$ cat config.mk
export PLATFORM = sky130hd
export DESIGN_NAME = turbo_pair_packer
export DESIGN_NICKNAME = d
export VERILOG_FILES = /design/src/rtl/turbo_pair_packer.sv
export SDC_FILE = /design/constraint.sdc
export NUM_CORES = 1
export LEC_CHECK = 0
export CORE_UTILIZATION = 30
export DETAILED_ROUTE_END_ITERATION = 8
export HOLD_SLACK_MARGIN = 0.15
export PLACE_DENSITY = 0.47
export SETUP_SLACK_MARGIN = 0.3
export SLEW_MARGIN = 20
export SYNTH_ARGS = -nofsm -noshare
export SYNTH_HDL_FRONTEND = slang
export SYNTH_SLANG_ARGS = --single-unit
$ cat constraint.sdc
create_clock -name clk -period 7.45 [get_ports clk]
set_input_delay 0.745 -clock clk [delete_from_list [all_inputs] [get_ports clk]]
set_output_delay 0.745 -clock clk [all_outputs]
set_load 0.05 [all_outputs]
$ cat src/rtl/turbo_pair_packer.sv
// Packs 2-bit natural-order and deinterleaved pairs into byte pairs for one
// turbo PB frame, buffering them in a small output FIFO with valid/ready drain.
module turbo_pair_packer #(
  parameter int FIFO_DEPTH = 4
) (
  input  logic       clk,
  input  logic       rst,
  input  logic       start,
  input  logic [1:0] pb_size,
  input  logic       in_vld,
  input  logic [1:0] in_sys,
  input  logic [1:0] in_ditl,
  output logic       out_vld,
  input  logic       out_rdy,
  output logic [7:0] out_sys,
  output logic [7:0] out_ditl,
  output logic       out_last,
  output logic       busy,
  output logic       ovf_err,
  output logic       cfg_err,
  output logic [1:0] dbg_state
);

  // Output handshake: a byte pair transfers on every rising edge where
  // out_vld and out_rdy are both high; the head is held while out_rdy is low.

  localparam int AW = (FIFO_DEPTH > 1) ? $clog2(FIFO_DEPTH) : 1;
  localparam logic [AW:0]   CNT_ONE  = 1;
  localparam logic [AW:0]   CNT_FULL = (AW+1)'(FIFO_DEPTH);
  localparam logic [AW-1:0] PTR_ONE  = 1;

  typedef enum logic [1:0] {
    ST_IDLE  = 2'd0,
    ST_RUN   = 2'd1,
    ST_DRAIN = 2'd2
  } state_t;

  state_t      r_state;
  logic [9:0]  r_target;
  logic [9:0]  r_byte_cnt;
  logic [1:0]  r_pair_cnt;
  logic [5:0]  r_sys_sh;
  logic [5:0]  r_ditl_sh;
  logic        r_ovf_err;
  logic        r_cfg_err;

  logic [16:0]   r_mem [FIFO_DEPTH];
  logic [AW-1:0] r_wr_ptr;
  logic [AW-1:0] r_rd_ptr;
  logic [AW:0]   r_count;

  logic        w_byte_done;
  logic        w_is_last;
  logic        w_full;
  logic        w_pop;
  logic        w_push;
  logic        w_ovf;
  logic [7:0]  w_sys_byte;
  logic [7:0]  w_ditl_byte;
  logic [9:0]  w_target;
  logic [AW:0] w_count_next;

  assign w_byte_done = (r_state == ST_RUN) && in_vld && (r_pair_cnt == 2'd3);
  assign w_is_last   = (r_byte_cnt == (r_target - 10'd1));
  assign w_full      = (r_count == CNT_FULL);
  assign w_pop       = (r_count != '0) && out_rdy;
  // A pop in the same edge frees the slot, so a full FIFO still accepts.
  assign w_push      = w_byte_done && (!w_full || w_pop);
  assign w_ovf       = w_byte_done && w_full && !w_pop;
  assign w_sys_byte  = {r_sys_sh, in_sys};
  assign w_ditl_byte = {r_ditl_sh, in_ditl};

  always_comb begin
    w_target = 10'd16;
    case (pb_size)
      2'd1:    w_target = 10'd136;
      2'd2:    w_target = 10'd520;
      default: w_target = 10'd16;
    endcase
  end

  always_comb begin
    w_count_next = r_count;
    if (w_push && !w_pop)
      w_count_next = r_count + CNT_ONE;
    else if (!w_push && w_pop)
      w_count_next = r_count - CNT_ONE;
  end

  always_ff @(posedge clk or posedge rst) begin
    if (rst) begin
      r_wr_ptr <= '0;
      r_rd_ptr <= '0;
      r_count  <= '0;
      for (int i = 0; i < FIFO_DEPTH; i++) r_mem[i] <= '0;
    end else begin
      if (w_push) begin
        r_mem[r_wr_ptr] <= {w_sys_byte, w_ditl_byte, w_is_last};
        r_wr_ptr        <= r_wr_ptr + PTR_ONE;
      end
      if (w_pop) r_rd_ptr <= r_rd_ptr + PTR_ONE;
      r_count <= w_count_next;
    end
  end

  always_ff @(posedge clk or posedge rst) begin
    if (rst) begin
      r_state    <= ST_IDLE;
      r_target   <= '0;
      r_byte_cnt <= '0;
      r_pair_cnt <= '0;
      r_sys_sh   <= '0;
      r_ditl_sh  <= '0;
      r_ovf_err  <= 1'b0;
      r_cfg_err  <= 1'b0;
    end else begin
      if (w_ovf) r_ovf_err <= 1'b1;
      case (r_state)
        ST_IDLE: begin
          if (start) begin
            if (pb_size == 2'd3) begin
              r_cfg_err <= 1'b1;
            end else begin
              r_target   <= w_target;
              r_byte_cnt <= '0;
              r_pair_cnt <= '0;
              r_sys_sh   <= '0;
              r_ditl_sh  <= '0;
              r_state    <= ST_RUN;
            end
          end
        end
        ST_RUN: begin
          if (in_vld) begin
            r_sys_sh   <= {r_sys_sh[3:0], in_sys};
            r_ditl_sh  <= {r_ditl_sh[3:0], in_ditl};
            r_pair_cnt <= r_pair_cnt + 2'd1;
            // Dropped bytes still count so the frame ends on schedule.
            if (w_byte_done) begin
              r_byte_cnt <= r_byte_cnt + 10'd1;
              if (w_is_last) r_state <= ST_DRAIN;
            end
          end
        end
        ST_DRAIN: begin
          if (w_count_next == '0) r_state <= ST_IDLE;
        end
        default: r_state <= ST_IDLE;
      endcase
    end
  end

  assign out_vld   = (r_count != '0);
  assign out_sys   = r_mem[r_rd_ptr][16:9];
  assign out_ditl  = r_mem[r_rd_ptr][8:1];
  assign out_last  = r_mem[r_rd_ptr][0];
  assign busy      = (r_state != ST_IDLE);
  assign ovf_err   = r_ovf_err;
  assign cfg_err   = r_cfg_err;
  assign dbg_state = r_state;

endmodule
* Yosys cells after proc, flatten, opt, wreduce, memory -nomap -nowiden *
Cells that the tools add are included.

storage, ports and cells
  output and inout port bits = 23
  bits of input ports = 11
  bits in registers = 113
  logic and storage cells = 96

cells by class
  eq/ne operators = 14
  order comparisons = 3
  add/sub/neg operators = 7
  muxes and demuxes = 31
  bitwise gates (word level) = 3
  reductions and logical operators = 23

operators with widths
  operator               number
  $bwmux 68              1
  $mux 17                3
  $mux 10                4
  $pmux 10 s2            2
  $bmux 17 s2            1
  $demux 17 s2           1
  $mux 6                 4
  $pmux 6 s2             2
  $mux 2                 9
  $ne 2x2->1 const B     6
  $add 10x1->10 const B  1
  $eq 10x10->1           1
  $sub 10x1->10 const B  1
  $logic_and 1x1->1      9
  $eq 2x2->1 const B     4
  $add 2x1->2 const B    3
  $ge 3x3->1 const B     2
  $mux 3                 2
  $not 2->3              2
  $pmux 2 s3             1
  $reduce_and 3->1       2
  $reduce_and 6->1       1
  $reduce_and 5->1       1
  $eq 2x1->1 const B     2
  other kinds (13)       16

* Logic depth before layout (Yosys ltp) *
  word-level depth = 11
  gate-level depth with buffers = 8
  mapped depth without buffers = 7

* Worst setup path after synthesis *
Ideal clock, no wire load.

  kind = reg2out
  start point = register r_rd_ptr[0]
  end point = output port out_ditl[5]
  data required time = 6.705 ns
  path slack = 5.134 ns
  cell stages (with the launch flop) = 4
  arrival = 1.571 ns
  cell sequence = dfrtp_1 -> buf_2 -> buf_2 -> mux4_2

on the way
  word-level cells in the longest chain between the ends = 4

ends and longest elaborated chain
  what                             RTL line  text
  start, declared                  49        logic [AW-1:0] r_rd_ptr;
  start signal, assigned           101       if (w_pop) r_rd_ptr <= r_rd_ptr + PTR_ONE;
  $not 2->3 (not written as such)  155       assign out_ditl = r_mem[r_rd_ptr][8:1];
  $bmux 17 s2                      155
  $mux 17 (2 in a row)             -
  end, declared                    16        output logic [7:0] out_ditl,

Every way passes these cells. The select of a mux whose other input is x is not followed.

* Final worst setup path *
  start point = register r_rd_ptr[1]
  end point = output port out_sys[4]

on the way
  word-level cells in the longest chain between the ends = 4

ends and longest elaborated chain
  what                             RTL line  text
  $not 2->3 (not written as such)  154       assign out_sys = r_mem[r_rd_ptr][16:9];
  $bmux 17 s2                      154
  $mux 17 (2 in a row)             -
  end, declared                    15        output logic [7:0] out_sys,

Every way passes these cells. The select of a mux whose other input is x is not followed.

==> reports/metrics.cfg <==
[power_and_ir_drop]
p_leak_nw = 2.69
p_comb_share_pct = 40.3
p_int_w = 0.00145
clock_power_share_pct = 19.3
power_density_mw_per_mm2 = 402
sequentialPowerShare_pct = 40.4
ir_drop_mv = 0.158
switchingPower_w = 0.000915
switching_share_pct = 38.8

[clock_network]
cts_setup_buffers = 0
cts_tree = done
clk_pin_slew_ps = 70
clock_latency_ps = 360
cts_root_buffer = clkbuf_16
cts_hold_buf = 0
cts_inserted_buffers = 9
cts_resized = 0
clockBufferDepth = 2
cts_sinks = 107
cts_htree_levels = 3

[timing]
tns_ps = 0
rsz0062_at_grt = no
tightest_slew_ps = 952
final-setup-viol-count = 0
slew-limit-headroom_pct = 36.5
final_hold_viol_count = 0
min_period_ps = 3370
fin_crit_sh_pct = 45.2
slew_viol_final = 0
max_clock_freq_mhz = 297
clock-skew-final_ps = 8.12

[synth]
yosysSeqAreaShare_pct = 53.4
synth_top_area_share_pct = 53.4
synthSimpleGateAreaFrac_pct = 9.87
synth_fp_nets = 407
synthTopCellsByArea = dfrtp_1, mux2_2, mux4_2
ys_seq_elements = 107
syn_inst = 382
yosys.area_share.xor_xnor_pct = 3.14
synthMuxAreaShare_pct = 23.3
synth_edf_count = 0
synth_compound_area_share_pct = 4.79
synthFlopType = dfrtp_1
ys_types = 45
synth-async-reset-ratio_pct = 100
yosys_warnings = 0
synth_area_mm2 = 0.00502
synth_top_family_by_area = multiplexers
syn_area_per_cell_um2 = 13.1
synth-adder-area-share_pct = 3.49
yosys.area.top_type = dfrtp_1

[setup_path]
required_ps = 6700
criticalPathCategory = reg2out
crit_family = flip-flops
start_kind = flop
cp_cell_sequence = mux4_2, clkdlybuf4s50_1
arrival_ps = 2620
crit_buf_inv = 1
cpPeakStageDelay_ps = 970
worst_path_max_delay_cell = dfrtp_1
critical_path_peak_fanout = 18
end_kind = output pin

[layout]
area_growth_pct = 17.0
multi_input_comb_area_mm2 = 0.00224
layout_commonest_cell = dfrtp_1
final-seq-area_mm2 = 0.00268
fill_cells = 1601
design_area_mm2 = 0.00587
drive_gt1_share_pct = 27.9
layout.cells.most_common_list = dfrtp_1, mux2_2, nand2_1
antenna_cells = 0
final_util_pct = 36.4
layout.nets = 440
final_cells = 636

[drt]
ant_nets = 0
wirelength_um = 9930
viasPerCell = 4.77
drtIter0Drc = 121
wl_per_cell_um = 15.6
dr.pass1.iters = 4
drcViolationCount = 0
dr_total_vias = 3034

[placed_design]
hpwl_um = 6470
place_area_mm2 = 0.00558
dpl.cell_count = 620
portBuffers = 33
gp_congestion = 0.759

[floorplan]
placementRows = 46
dieArea_mm2 = 0.0173
core_area_mm2 = 0.0161
die-width_um = 131
die_h_um = 131
initial_core_util_pct = 31.1
pin_count = 34

[global_routing]
antenna_found_initial = 0
grt_pass1_wl_um = 17200
overflow = 0
grt_max_degree = 64
grt_pass1_vias = 3300
grt_usage_pct = 12.7

[flow_run]
drv_cap = 0

[status]
status = complete, no violations

[hold_path]
hold_path.class = reg2reg

## layer usage
layer  track usage (%)  vias to the layer above  share of wire (%)  routed length (um)
met5                 0                        -                  0                   0
met4              4.13                        0                1.3                 128
met3              3.40                       12                3.2                 317
met2              20.7                       39                 48                4730
met1              16.4                     1564                 48                4750
li1                  -                     1419                  -                   -
## metrics by stage
| step | setup slack (ps) | hold WS (ps) | power (W) |
|---|---|---|---|
| 3_5_place_dp | 4390 | 448 | 0.00193 |
| 5_1_grt | 3960 | 492 | 0.00252 |
| 2_1_floorplan | 3890 | 467 | 0.00165 |
| 4_1_cts | 3990 | 464 | 0.00240 |
| 3_3_place_gp | 4340 | 450 | 0.00190 |
| 6_report | 4080 | 457 | 0.00236 |
## power by group through the flow
stage / clock [W] / sequential (W) / combinational [W]
after floorplan: 0 / 0.000912 / 0.000738
after global placement: 0 / 0.000960 / 0.000944
after detailed placement: 0 / 0.000968 / 0.000962
after CTS: 0.000478 / 0.000956 / 0.000965
after global routing: 0.000502 / 0.000986 / 0.00103
final: 0.000456 / 0.000953 / 0.000951
## kinds of logic after synthesis
family,Yosys count
xor gates and xnor gates,18
and+or+nand+nor,94
AOI/OAI and AO/OA,37
DFF,107
muxes,87
adders and majority gates,14
buffers and inverters,25
## synth_stat cells, types with 2 or more instances
| library cell | n |
|---|---|
| nand3_1 | 10 |
| dfrtp_1 | 107 |
| a21o_1 | 2 |
| nand4_1 | 4 |
| buf_2 | 7 |
| xor2_1 | 10 |
| nor3_1 | 3 |
| and3_1 | 2 |
| nand2b_1 | 3 |
| mux4_2 | 17 |
| nand2_1 | 40 |
| a21oi_1 | 5 |
| ha_1 | 14 |
| nor2_1 | 14 |
| xnor2_1 | 8 |
| clkbuf_1 | 6 |
| mux2_2 | 69 |
| nand2_4 | 4 |
| nor2_2 | 2 |
| inv_1 | 11 |
| o21ai_0 | 20 |
## flip-flops by register name (all words and copies together) (netlist names), 3 cells and up
signal / count
r_mem: 68
r_byte_cnt: 10
r_ditl_sh: 6
r_sys_sh: 6
r_target: 4
r_count: 3
## layout make-up
cell class                      instances  area share (%)
Tap cell                              216            4.60
Inverter                               11           0.746
Timing Repair Buffer                   36            6.01
Clock inverter                          4           0.576
Multi-Input combinational cell        250            38.2
Sequential cell                       107            45.6
Clock buffer                           12            4.20
## final timing paths
| path | startpoint | endpoint | slack, ps | depth (start not counted) |
|---|---|---|---|---|
| worst max-delay path | r_rd_ptr[1] | out_sys[4] | 4080 | 2 |
| worst min-delay path | ovf_err | ovf_err | 460 | 1 |
| worst max register to register | r_count[0] | r_mem[34] | 5300 | 7 |
| worst min register to register | ovf_err | ovf_err | 460 | 1 |
| max in group asynchronous | rst | r_wr_ptr[1] | 5420 | 3 |
| min in group asynchronous | rst | ovf_err | 820 | 2 |
Power figures use the tool's default switching activity.
